--- src/rtl/mem_port_arbiter_pkg.sv ---
// Shared definitions for the two-requester memory port arbiter:
// state encoding, owner encoding and the default abort timeout.
package mem_port_arbiter_pkg;

  typedef enum logic [1:0] {
    ST_IDLE   = 2'd0,
    ST_BUSY_I = 2'd1,
    ST_BUSY_D = 2'd2
  } state_e;

  localparam logic OWNER_I = 1'b0;
  localparam logic OWNER_D = 1'b1;

  localparam int unsigned TIMEOUT_DEFAULT = 16;

endpackage

--- src/rtl/mem_port_arbiter_mux.sv ---
// Two-input word mux: y_o = d1_i when s_i is high, d2_i otherwise.
module mem_port_arbiter_mux #(
  parameter int unsigned W = 32
) (
  input  logic         s_i,
  input  logic [W-1:0] d1_i,
  input  logic [W-1:0] d2_i,
  output logic [W-1:0] y_o
);

  assign y_o = s_i ? d1_i : d2_i;

endmodule

--- src/rtl/mem_port_arbiter.sv ---
// Arbitrates one memory port between instruction fetch and data access,
// alternating on ties and aborting an access after TIMEOUT cycles without ack.
module mem_port_arbiter
  import mem_port_arbiter_pkg::*;
#(
  parameter int unsigned TIMEOUT = TIMEOUT_DEFAULT
) (
  input  logic        clk,
  input  logic        rst,
  input  logic        i_req,
  input  logic [31:0] i_addr,
  input  logic        d_req,
  input  logic        d_we,
  input  logic [31:0] d_addr,
  input  logic [31:0] d_wdata,
  input  logic        mem_ack,
  input  logic [31:0] mem_rdata,
  output logic        mem_req,
  output logic        mem_we,
  output logic [31:0] mem_addr,
  output logic [31:0] mem_wdata,
  output logic        sel,
  output logic [31:0] rdata,
  output logic        i_done,
  output logic        d_done,
  output logic        i_err,
  output logic        d_err
);

  localparam int unsigned CW = $clog2(TIMEOUT) + 1;

  state_e        state_q, state_d;
  logic          sel_q, sel_d;
  logic          last_q, last_d;
  logic [CW-1:0] cnt_q, cnt_d;

  logic busy;
  logic tmo;
  logic fin;

  assign busy = (state_q != ST_IDLE);
  assign tmo  = (cnt_q == CW'(TIMEOUT - 1));
  // ack takes priority: a timeout coinciding with ack is a normal completion
  assign fin  = busy && (mem_ack || tmo);

  always_ff @(posedge clk or posedge rst) begin
    if (rst) begin
      state_q <= ST_IDLE;
      sel_q   <= OWNER_I;
      last_q  <= OWNER_I;
      cnt_q   <= '0;
    end else begin
      state_q <= state_d;
      sel_q   <= sel_d;
      last_q  <= last_d;
      cnt_q   <= cnt_d;
    end
  end

  always_comb begin
    state_d = state_q;
    sel_d   = sel_q;
    last_d  = last_q;
    cnt_d   = cnt_q;
    unique case (state_q)
      ST_IDLE: begin
        cnt_d = '0;
        if (d_req && (!i_req || last_q == OWNER_I)) begin
          state_d = ST_BUSY_D;
          sel_d   = OWNER_D;
          last_d  = OWNER_D;
        end else if (i_req) begin
          state_d = ST_BUSY_I;
          sel_d   = OWNER_I;
          last_d  = OWNER_I;
        end
      end
      ST_BUSY_I, ST_BUSY_D: begin
        if (fin) state_d = ST_IDLE;
        else     cnt_d   = cnt_q + CW'(1);
      end
      default: state_d = ST_IDLE;
    endcase
  end

  assign mem_req   = busy;
  assign mem_we    = (state_q == ST_BUSY_D) && d_we;
  assign mem_wdata = d_wdata;
  assign rdata     = mem_rdata;
  assign sel       = sel_q;

  assign i_done = fin && (state_q == ST_BUSY_I);
  assign d_done = fin && (state_q == ST_BUSY_D);
  assign i_err  = i_done && !mem_ack;
  assign d_err  = d_done && !mem_ack;

  mem_port_arbiter_mux #(.W(32)) u_addr_mux (
    .s_i  (sel_q),
    .d1_i (d_addr),
    .d2_i (i_addr),
    .y_o  (mem_addr)
  );

endmodule

--- config.mk ---
export PLATFORM = sky130hd
export DESIGN_NAME = mem_port_arbiter
export DESIGN_NICKNAME = d
export VERILOG_FILES = /design/src/rtl/mem_port_arbiter_pkg.sv /design/src/rtl/mem_port_arbiter_mux.sv /design/src/rtl/mem_port_arbiter.sv
export SDC_FILE = /design/constraint.sdc
export NUM_CORES = 1
export LEC_CHECK = 0
export ABC_AREA = 1
export BUFFER_PORTS_ARGS = -buffer_cell sky130_fd_sc_hd__buf_4
export CORE_AREA = 4 4 90 92
export CTS_BUF_LIST = sky130_fd_sc_hd__clkbuf_16
export CTS_CLUSTER_DIAMETER = 30
export DETAILED_ROUTE_END_ITERATION = 8
export DIE_AREA = 0 0 94 96
export RECOVER_POWER = 25
export REMOVE_ABC_BUFFERS = 1
export SETUP_SLACK_MARGIN = 0.4
export SLEW_MARGIN = 20
export SYNTH_ARGS = -nofsm -noshare
export SYNTH_HDL_FRONTEND = slang
export SYNTH_HIERARCHICAL = 1
export SYNTH_SLANG_ARGS = --single-unit
--- constraint.sdc ---
create_clock -name clk -period 2.4 [get_ports clk]
set_input_delay 0.12 -clock clk [delete_from_list [all_inputs] [get_ports clk]]
set_output_delay 0.12 -clock clk [all_outputs]
set_load 0.02 [all_outputs]
# [Word level (Yosys, flattened, before mapping)]
# Cells that the tools add are included.
[op_classes] add_sub_neg=1 eq_ne=6 n_mux=9 bitwise=1 reduce_logical=19
[op_table] op="$mux W32" count=1
[op_table] op="$pmux W5 S2" count=1
[op_table] op="$logic_and A1 B1 Y1" count=7
[op_table] op="$mux W2" count=3
[op_table] op="$reduce_and A2 Y1" count=3
[op_table] op="$reduce_bool A2 Y1" count=3
[op_table] op="$add A5 B1 Y5 const B" count=1
[op_table] op="$eq A5 B4 Y1 const B" count=1
[op_table] op="$mux W5" count=1
[op_table] op="$ne A2 B2 Y1 const B" count=2
[op_table] op="$pmux W2 S2" count=1
[op_table] op="$ne A3 B3 Y1 const B" count=1
[op_table] op="$eq A2 B1 Y1 const B" count=1
[op_table] op="$eq A2 B2 Y1 const B" count=1
[op_table] op="$logic_not A1 Y1" count=2
[op_table] op="$logic_not A2 Y1" count=1
[op_table] op="$logic_or A1 B1 Y1" count=2
[op_table] op="$mux W1" count=2
[op_table] op="$reduce_or A2 Y1" count=1
[op_table] op="$not A1 Y1" count=1
[totals] reg_bits=8 input_bits=134 out_inout_bits=103

# [Logic depth before layout (Yosys ltp)]
# Gate-level depths: netlist (run 1).
[logic_depth] ltp_word=5 ltp_mapped=9 depth_no_buf=9

# [Cells and area by module]
# The synthesis (run 1) kept the hierarchy.
[by_module_without_submodules] mod="mem_port_arbiter" instances=1 cells_per_inst=134 area_per_inst_um2=1013.5
[by_module_without_submodules] mod="mem_port_arbiter_mux" instances=1 cells_per_inst=104 area_per_inst_um2=491.7

# [Worst setup path before layout (run 1)]
# No wires, ideal clock.
[synth_timing] path_type="flip-flop to output port" start="register cnt_q[0]" end="output i_err" t_arrival_ps=1556 t_required_ps=2280 slack_ps=724 stages_incl_launch_ff=9 path_buffers=0 path_cell_list="dfrtp_1 ha_1 nand2_1 nor2_1 ha_1 o21ai_4 nor2_1 nand2_1 inv_1"
[synth_between] elab_chain_cells=5
[synth_rtl] item="from (decl)" line="mem_port_arbiter.sv:35" rtl="logic [CW-1:0] cnt_q, cnt_d;"
[synth_rtl] item="from (signal assigned)" line="mem_port_arbiter.sv:56" rtl="cnt_q <= cnt_d;"
[synth_rtl] item="$eq A5 B4 Y1" line="mem_port_arbiter.sv:42" rtl="assign tmo = (cnt_q == CW'(TIMEOUT - 1));"
[synth_rtl] item="$logic_or A1 B1 Y1" line="mem_port_arbiter.sv:44" rtl="assign fin = busy && (mem_ack || tmo);"
[synth_rtl] item="$logic_and A1 B1 Y1" line="mem_port_arbiter.sv:44"
[synth_rtl] item="$logic_and A1 B1 Y1" line="mem_port_arbiter.sv:92" rtl="assign i_done = fin && (state_q == ST_BUSY_I);"
[synth_rtl] item="named net i_done" line="mem_port_arbiter.sv:24" rtl="output logic i_done,"
[synth_rtl] item="$logic_and A1 B1 Y1" line="mem_port_arbiter.sv:94" rtl="assign i_err = i_done && !mem_ack;"
[synth_rtl] item="to (decl)" line="mem_port_arbiter.sv:26" rtl="output logic i_err,"
# The timed path passes the listed nets, and every way through them passes these cells.

# [Worst setup path after layout (run 1)]
[layout_timing] start="register cnt_q[0]" end="output d_err"
[layout_between] elab_chain_cells=5
[layout_rtl] item="$eq A5 B4 Y1" line="mem_port_arbiter.sv:42"
[layout_rtl] item="$logic_or A1 B1 Y1" line="mem_port_arbiter.sv:44"
[layout_rtl] item="$logic_and A1 B1 Y1" line="mem_port_arbiter.sv:44"
[layout_rtl] item="$logic_and A1 B1 Y1" line="mem_port_arbiter.sv:93" rtl="assign d_done = fin && (state_q == ST_BUSY_D);"
[layout_rtl] item="$logic_and A1 B1 Y1" line="mem_port_arbiter.sv:95" rtl="assign d_err = d_done && !mem_ack;"
[layout_rtl] item="to (decl)" line="mem_port_arbiter.sv:27" rtl="output logic d_err"
# Every way passes these cells.

==> results of run 1 <==
## path summary, 6_finish.rpt
path	from	endpoint	slack, ps	cells past startpoint
max	cnt_q[0]	d_err	580	9
min	i_req	state_q[0]	160	3
max reg2reg	cnt_q[0]	state_q[1]	870	8
min reg2reg	state_q[0]	state_q[0]	510	2
max in group asynchronous	rst	cnt_q[0]	1780	3
min in group asynchronous	rst	state_q[1]	390	3
## kinds of logic after synthesis
group	after synthesis	synth area share, %
XOR/XNOR	1	0.5820
AO/OA/AOI/OAI	7	3.075
adder cells (fa/ha/maj)	5	4.156
buffers and inverters	87	43.23
flip-flops	8	13.30
AND/OR/NAND/NOR	130	35.66
## cell usage after synthesis, drive strengths merged
cell / number / area (µm²)
a21oi: 1 / 5.000
buf: 69 / 545.5
clkbuf: 3 / 41.29
dfrtp: 8 / 200.2
ha: 5 / 62.56
inv: 15 / 63.81
nand2: 115 / 466.7
nand3: 9 / 45.04
nand4: 1 / 6.260
nor2: 5 / 18.77
o21ai: 6 / 41.29
xnor2: 1 / 8.760
## placed cells by master, fill, tap and decap left out
cell type / n
a21oi_1: 1
ha_1: 5
o21ai_4: 1
clkbuf_16: 3
o21ai_0: 2
nand3_1: 9
inv_8: 1
xnor2_1: 1
inv_1: 12
o21ai_1: 3
inv_2: 2
nor2_1: 5
nand2_1: 103
nand2_2: 11
dfrtp_1: 8
dlygate4sd3_1: 1
nand2_4: 1
nand4_1: 1
buf_4: 110
## critical path, cell delays in order (launching register included)
cell	delay, ps
dfrtp_1	410
ha_1	240
nand2_1	70
nor2_1	40
ha_1	210
o21ai_4	200
nor2_1	70
nand2_1	60
inv_1	30
buf_4	140
## flip-flops by register name (all words and copies together), names as in the netlist
signal	flops
last_q	1
cnt_q	5
state_q	2
## power groups by stage
stage          clock network [mW]  logic [mW]  registers, mW
2_1_floorplan                   0       0.830          0.274
3_3_place_gp                    0        1.52          0.232
3_5_place_dp                    0        1.54          0.232
4_1_cts                     0.284        1.55          0.231
5_1_grt                     0.292        1.67          0.238
6_report                    0.277        1.54          0.229
## layer usage
layer | routed length (µm) | track usage [%] | vias up
met5 | 54 | 6.548 | -
met4 | 350 | 7.581 | 2
met3 | 2840 | 27.44 | 22
met2 | 6169 | 45.54 | 167
met1 | 1791 | 10.44 | 647
li1 | - | - | 734
## cell type report
class                      instances  area, µm²  share of cell area, %
timing repair buffer             111      835.8                  42.79
multi-input combinational        143      654.4                  33.50
sequential                         8      200.2                  10.25
tap                               99      123.9                  6.342
clock buffer                       3      75.07                  3.844
inverter                          15      63.81                  3.267
## stage by stage
step                area (µm²)  setup WS (ps)  cells  hold WS, ps
global route              1953          463.1    379        157.2
global placement          1868          841.1    375        91.51
floorplan                918.4          715.6    166       -64.34
CTS                       1953          569.6    379        153.6
finish                    1953          578.3    379        156.1
detailed placement        1868          816.9    375        93.57
## timing repair
item                                    4_1_cts  5_1_grt
endpoints found under the hold margin         8        0
hold buffers                                  1        0
endpoints found under the setup margin        0        0
==> impl_metrics.toml, run 1 <==
[synthesis]
synth_cell_types = 20
ys_ff_latch = 8
synth_area_per_cell_um2 = 6.324
yosys_warnings = 6
synthesis.area_um2 = 1505
syn_inst = 238
yosysSeqAreaShare_pct = 13.30

[clock_tree]
cts.sinks = 8
postCtsSetupRepairBufs = 0
path_clk_slew_ps = 30
clock_path_buffers = 2
cts-root-buf = "clkbuf_16"
h-tree-depth = 1
clock_latency_ps = 230
cts_resized = 0
cts_tree = "done"
cts_buffers = 3

[sta]
fin_crit_ps = 1822
rsz0062_at_grt = "false"
max_slew_margin_pct = 75.17
drv_slew = 0
worst_slew_pin_slew_ps = 372.4
fin_skew_ps = 1.050
hold_viol = 0
timing.fmax_mhz = 548.9
fin_crit_sh_pct = 75.90
finalSetupViolCount = 0
finalSetupTns_ps = 0

[power]
peakVddDrop_mv = 0.4978
p_seq_share_pct = 11.2
cellPowerDensity_nw_per_um2 = 1047
power_mw = 2.045
leakagePower_nw = 1.158
p_clk_share_pct = 13.6
p_int_mw = 0.9871
switching_share_pct = 51.72
switchingPower_mw = 1.058
p_comb_share_pct = 75.2

[floorplan]
initial_utilization_pct = 20.86
die_y_um = 96
io_pins = 237
rows = 31
fp.coreArea_um2 = 7214
dieWidth_um = 94
die_area_um2 = 9024

[layout]
num_antenna_cells = 0
final_util_pct = 27.07
fin_nets = 421
layout-area-overhead-vs-synth_pct = 29.76
num-fill-cells = 816
drive_above_1_share_pct = 46.07

[critical_path]
worstPathArrival_ps = 1700
required_ps = 2280
worstSetupStartpointType = "register"
worst_setup_path_end_kind = "output port"
critPathKind = "register to output port"
critPathMaxFanout = 5

[status]
status = "completed"

[place]
port_buffers = 108
gp_congestion = 0.8608
hpwl_mm = 10.49

[grt]
grt_pass1_vias = 1398
grt_max_degree = 33
overflow = 0
grt_pass1_wl_mm = 13.25
antenna_found_initial = 0
grt_util_all_layers_pct = 23.24

[route]
wl_per_cell_um = 29.57
avgViaCountPerCell = 4.148
drt-total-wl_mm = 11.21
vias = 1572
first_iter_violations = 44
firstDrtPassIters = 4
drc = 0
final_antenna_net_count = 0

[flow_run]
maxCapViolCount = 0

[hold_path]
hold_path_class = "input port to register"
Power figures use the tool's default switching activity.
==> run 2, diff against run 1 <==
Settings changed: ABC_AREA 1 to 0, CORE_AREA 4 4 90 92 to 4 4 89 91, DIE_AREA 0 0 94 96 to 0 0 93 95.
Clock period 2.4 ns to 1.68 ns, I/O delays scaled along.
==> impl_metrics.toml, run 2 <==
[status]
status = "complete, but fails checks"
violations = "negative setup slack"

[sta]
hold_viol = 0
fin_crit_ps = 1701
worst_slew_pin_slew_ps = 388.5
finalSetupViolCount = 4
worst_hold_slack_ps = 67.17
rsz0062_at_grt = "true"
max_slew_margin_pct = 74.07
drv_slew = 0
fin_skew_ps = 2.725
fin_crit_sh_pct = 101.2
timing.fmax_mhz = 587.9
setup_slack_ps = -20.90

[layout]
final_cell_mix = "buf_4 (82), buf_6 (44), mux2_4 (32)"
layout-area-overhead-vs-synth_pct = 71.32
num-fill-cells = 716
num_antenna_cells = 0
multi_input_area_um2 = 859.6
reg_top3 = "cnt_q: 5 flops, state_q: 2 flops, last_q: 1 flops"
largest_reg_flops = 5
fin_nets = 363
layout_commonest_cell = "buf_4"
drive_above_1_share_pct = 86.55
final_util_pct = 37.18
fin_cells = 322
final_area_um2 = 2654
regArea_um2 = 201.4
regMostFlops = "cnt_q"

[critical_path]
worstSetupStartpointType = "register"
critPathBufInv = 2
timing.rr.start = "cnt_q[1]"
critPathMaxFanout = 3
worst_setup_path_end_kind = "output port"
rrSetupSlack_ps = 40
crit_top_cell = "buf_6"
slowest_stage = "dfrtp_1"
critPathKind = "register to output port"
critical-path-max-stage-delay_ps = 380
reg2reg_to = "state_q[1]"
required_ps = 1600
rr_worst_depth = 7
worstPathArrival_ps = 1620
crit_family = "simple AND/OR/NAND/NOR gates"
cp_cell_sequence = "ha_2, and3_4, ha_4, buf_6, and4bb_2, buf_6"

[floorplan]
initial_utilization_pct = 21.70
rows = 31
fp.coreArea_um2 = 7137
dieWidth_um = 93
die_y_um = 95
die_area_um2 = 8835
io_pins = 237

[route]
drt-total-wl_mm = 9.558
vias = 1371
firstDrtPassIters = 4
first_iter_violations = 9
wl_per_cell_um = 29.68
drc = 0
avgViaCountPerCell = 4.258
final_antenna_net_count = 0

[grt]
antenna_found_initial = 0
grt_max_degree = 19
grt_pass1_wl_mm = 11.80
grt_pass1_vias = 1368
grt_util_all_layers_pct = 19.89
overflow = 0

[synthesis]
yosysSeqAreaShare_pct = 12.92
synth_cell_types = 28
ys_ff_latch = 8
synth_area_leaders = "buf_4 (31%), mux2_4 (29%), dfrtp_1 (13%)"
synth_common_cells = "buf_4 (64), mux2_4 (30), dfrtp_1 (8), inv_1 (7), ha_1 (5)"
ys.flop_type = "dfrtp_1"
synth.most_common_cell = "buf_4"
synthesis.area_um2 = 1549
synth_area_per_cell_um2 = 10.26
netlist.top_cell.by_area = "buf_4"
yosys_warnings = 6
synth_top_cell_area_share_pct = 31.02
syn_inst = 151
ys_async_sr_fraction_pct = 100.0
synth-edff-count = 0

[power]
switching_share_pct = 36.29
leakagePower_nw = 1.359
p_comb_share_pct = 82.5
cellPowerDensity_nw_per_um2 = 1578
p_seq_share_pct = 7.6
peakVddDrop_mv = 0.3955
switchingPower_mw = 1.519
p_clk_share_pct = 9.9
p_int_mw = 2.667

[place]
post_dp_cell_area_um2 = 1994
hpwl_mm = 7.765
gp_congestion = 0.8596
place_inst = 297
port_buffers = 108

[clock_tree]
cts_buffers = 3
h-tree-depth = 1
cts.sinks = 8
path_clk_slew_ps = 40
cts_tree = "done"
cts-root-buf = "clkbuf_16"
clock_latency_ps = 240
clock_path_buffers = 2

[hold_path]
min_from = "i_req"
holdPathEnd = "last_q"
hold_path_class = "input port to register"
hold_path_depth = 2

[flow_run]
maxCapViolCount = 0
==> run 2: how the worst max path moves through the flow <==
stage / from / end / slack (ps) / depth (start not counted)
finish: cnt_q[1] / d_err / -20 / 6
global route: cnt_q[1] / d_done / -60 / 6
CTS: cnt_q[1] / d_err / -30 / 6
detailed placement: cnt_q[0] / cnt_q[0] / -80 / 6
global placement: cnt_q[0] / cnt_q[0] / -50 / 6
floorplan: last_q / state_q[1] / -460 / 2
==> run 2: metal layers <==
metal	share of wire (%)	vias to the layer above	GRT usage [%]
li1	-	592	-
met1	31	615	19.02
met2	42	149	26.57
met3	26	11	24.54
met4	0.99	4	4.151
met5	0.68	-	6.548
==> run 2: through the flow <==
step	setup TNS, ps	setup WS, ps	power, mW
finish	-74.43	-20.90	4.186
global placement	-48.36	-48.36	2.481
detailed placement	-90.85	-82.06	2.497
CTS	-111.2	-29.40	3.917
global route	-293.4	-58.54	4.387
floorplan	-9124	-463.2	1.693
==> run 2: repair_timing <==
item | 4_1_cts | 5_1_grt
pin swaps | 10 | 7
buffers inserted | 11 | 3
endpoints found under the setup margin | 45 | 46
hold endpoints to repair | 8 | 0
gates cloned | 4 | 2
hold buffers | 1 | 0
resized for setup | 64 | 8
==> run 2: kinds of logic after synthesis <==
logic type	synth area share, %
mux	31.26
compound gates	6.867
flops	12.92
simple gates	6.866
fa+ha+maj	4.039
buf+inv	38.05
==> run 2: area by class of cell <==
cell class              instances  area share (%)
flip-flops and latches          8           7.591
well taps                      99           4.668
repair buffers                137           51.30
inverters                       7           1.084
clock buffers                   3           2.829
clock inverters                 1          0.1414
multi-input cells              67           32.39
==> run 2: power groups by stage <==
stage,Sequential [mW],Combinational (mW),Clock [mW]
finish,0.318,3.45,0.414
global route,0.326,3.63,0.435
CTS,0.324,3.17,0.420
detailed placement,0.309,2.19,0
global placement,0.309,2.17,0
floorplan,0.472,1.22,0
==> run 3, diff against run 2 <==
Settings changed: CELL_PAD_IN_SITES_DETAIL_PLACEMENT from default to 1, CELL_PAD_IN_SITES_GLOBAL_PLACEMENT from default to 1, CORE_AREA 4 4 89 91 to 4 4 98 100, CTS_CLUSTER_DIAMETER 30 to default, DIE_AREA 0 0 93 95 to 0 0 102 104, PLACE_DENSITY_LB_ADDON from default to 0.1.
==> impl_metrics.toml, run 3 (synthesized netlist as in run 2, its figures left out) <==
[place]
post_dp_cell_area_um2 = 2028
place_inst = 309
gp_congestion = 0.9110
port_buffers = 108
hpwl_mm = 10.73

[layout]
reg_top3 = "cnt_q: 5 flops, state_q: 2 flops, last_q: 1 flops"
layout_commonest_cell = "buf_4"
fin_cells = 332
regMostFlops = "cnt_q"
layout-area-overhead-vs-synth_pct = 66.72
largest_reg_flops = 5
final_cell_mix = "buf_4 (87), buf_6 (44), mux2_4 (32)"
num-fill-cells = 963
fin_nets = 364
drive_above_1_share_pct = 86.16
num_antenna_cells = 0
final_util_pct = 29.76
final_area_um2 = 2582

[clock_tree]
cts_buffers = 3
h-tree-depth = 1
cts-root-buf = "clkbuf_16"
clock_path_buffers = 2
clock_latency_ps = 230
cts_tree = "done"
cts.sinks = 8
path_clk_slew_ps = 40

[grt]
grt_pass1_wl_mm = 15.04
grt_pass1_vias = 1523
grt_max_degree = 14
overflow = 0
antenna_found_initial = 0
grt_util_all_layers_pct = 21.32

[critical_path]
critPathLaunch = "cnt_q[0]"
worstSetupStartpointType = "register"
critical-path-max-stage-delay_ps = 380
worstPathArrival_ps = 1590
cp_cell_sequence = "ha_2, and3_4, ha_4, o21ba_4, and2_4, buf_6"
rr_worst_depth = 7
worst_setup_path_end_kind = "output port"
critPathKind = "register to output port"
rrSetupSlack_ps = 60
slowest_stage = "dfrtp_1"
critPathMaxFanout = 4
timing.rr.start = "cnt_q[0]"
required_ps = 1600
crit_end = "d_done"
reg2reg_to = "state_q[1]"

[power]
peakVddDrop_mv = 0.5374
cellPowerDensity_nw_per_um2 = 1506
leakagePower_nw = 1.337

[floorplan]
rows = 34
initial_utilization_pct = 17.85
fp.coreArea_um2 = 8678
io_pins = 237
die_y_um = 104
dieWidth_um = 102
die_area_um2 = 10610

[sta]
timing.fmax_mhz = 596.7
fin_skew_ps = 3.662
fin_crit_sh_pct = 99.75
rsz0062_at_grt = "true"
finalSetupViolCount = 0
max_slew_margin_pct = 73.46
worst_slew_pin_slew_ps = 395.8
hold_viol = 0
fin_crit_ps = 1676
drv_slew = 0

[route]
drc = 0
first_iter_violations = 21
drt-total-wl_mm = 11.97
firstDrtPassIters = 4
final_antenna_net_count = 0
vias = 1454
wl_per_cell_um = 36.06
avgViaCountPerCell = 4.380

[hold_path]
hold_path_class = "input port to register"

[status]
status = "completed"

[flow_run]
maxCapViolCount = 0
[run 3: report_power, final]
group,total (mW),internal [mW],switching [mW]
clock,0.405,0.310,0.0947
combinational,3.17,1.88,1.29
sequential,0.313,0.259,0.0542
total,3.89,2.45,1.44
[run 3: critical path, delay by kind of cell (launching register included)]
| family | cells | cell delay [ps] |
|---|---|---|
| DFF | 1 | 380 |
| adders and majority gates | 2 | 360 |
| and+or+nand+nor | 2 | 290 |
| AOI/OAI and AO/OA | 1 | 210 |
| buffers and inverters | 1 | 120 |
[run 3: how the worst min path moves through the flow]
stage          start    endpoint  slack (ps)  cells past startpoint
2_1_floorplan    rst    cnt_q[0]        -100                      1
3_3_place_gp     rst  state_q[0]          70                      2
3_5_place_dp     rst  state_q[0]          80                      2
4_1_cts        i_req      last_q          80                      2
5_1_grt        i_req      last_q          80                      2
6_report       i_req      last_q          80                      2
[run 3: metrics by stage]
stage / TNS [ps] / power [mW] / setup WS, ps / hold slack [ps]
2_1_floorplan: -9124 / 1.693 / -463.2 / -100.3
3_3_place_gp: -74.29 / 2.570 / -72.09 / 70.91
3_5_place_dp: -334.1 / 2.600 / -103.4 / 77.40
4_1_cts: 0 / 3.579 / 21.65 / 76.42
5_1_grt: -184.1 / 4.115 / -39.24 / 77.34
6_report: 0 / 3.888 / 4.211 / 77.82
[run 3: final cells by class]
type | instances | area (µm²) | area share [%]
repair buffers | 138 | 1294 | 50.10
clock buffers | 3 | 75.07 | 2.907
well taps | 108 | 135.1 | 5.233
clock inverters | 1 | 3.754 | 0.1453
inverters | 7 | 26.28 | 1.017
multi-input cells | 67 | 847.1 | 32.80
flip-flops and latches | 8 | 201.4 | 7.800
[run 3: per-layer routing]
metal	routed length [µm]	up-vias	global-route usage [%]
met5	25	-	2.051
met4	178	2	2.905
met3	2755	12	23.47
met2	6604	223	40.81
met1	2409	623	12.53
li1	-	594	-
[run 3: what timing repair did]
action,in CTS,in global routing
gates cloned,2,1
buffers inserted,11,4
hold buffers,1,0
hold endpoints to repair,8,0
pin swaps,10,3
gates resized for setup,34,35
endpoints found under the setup margin,45,45
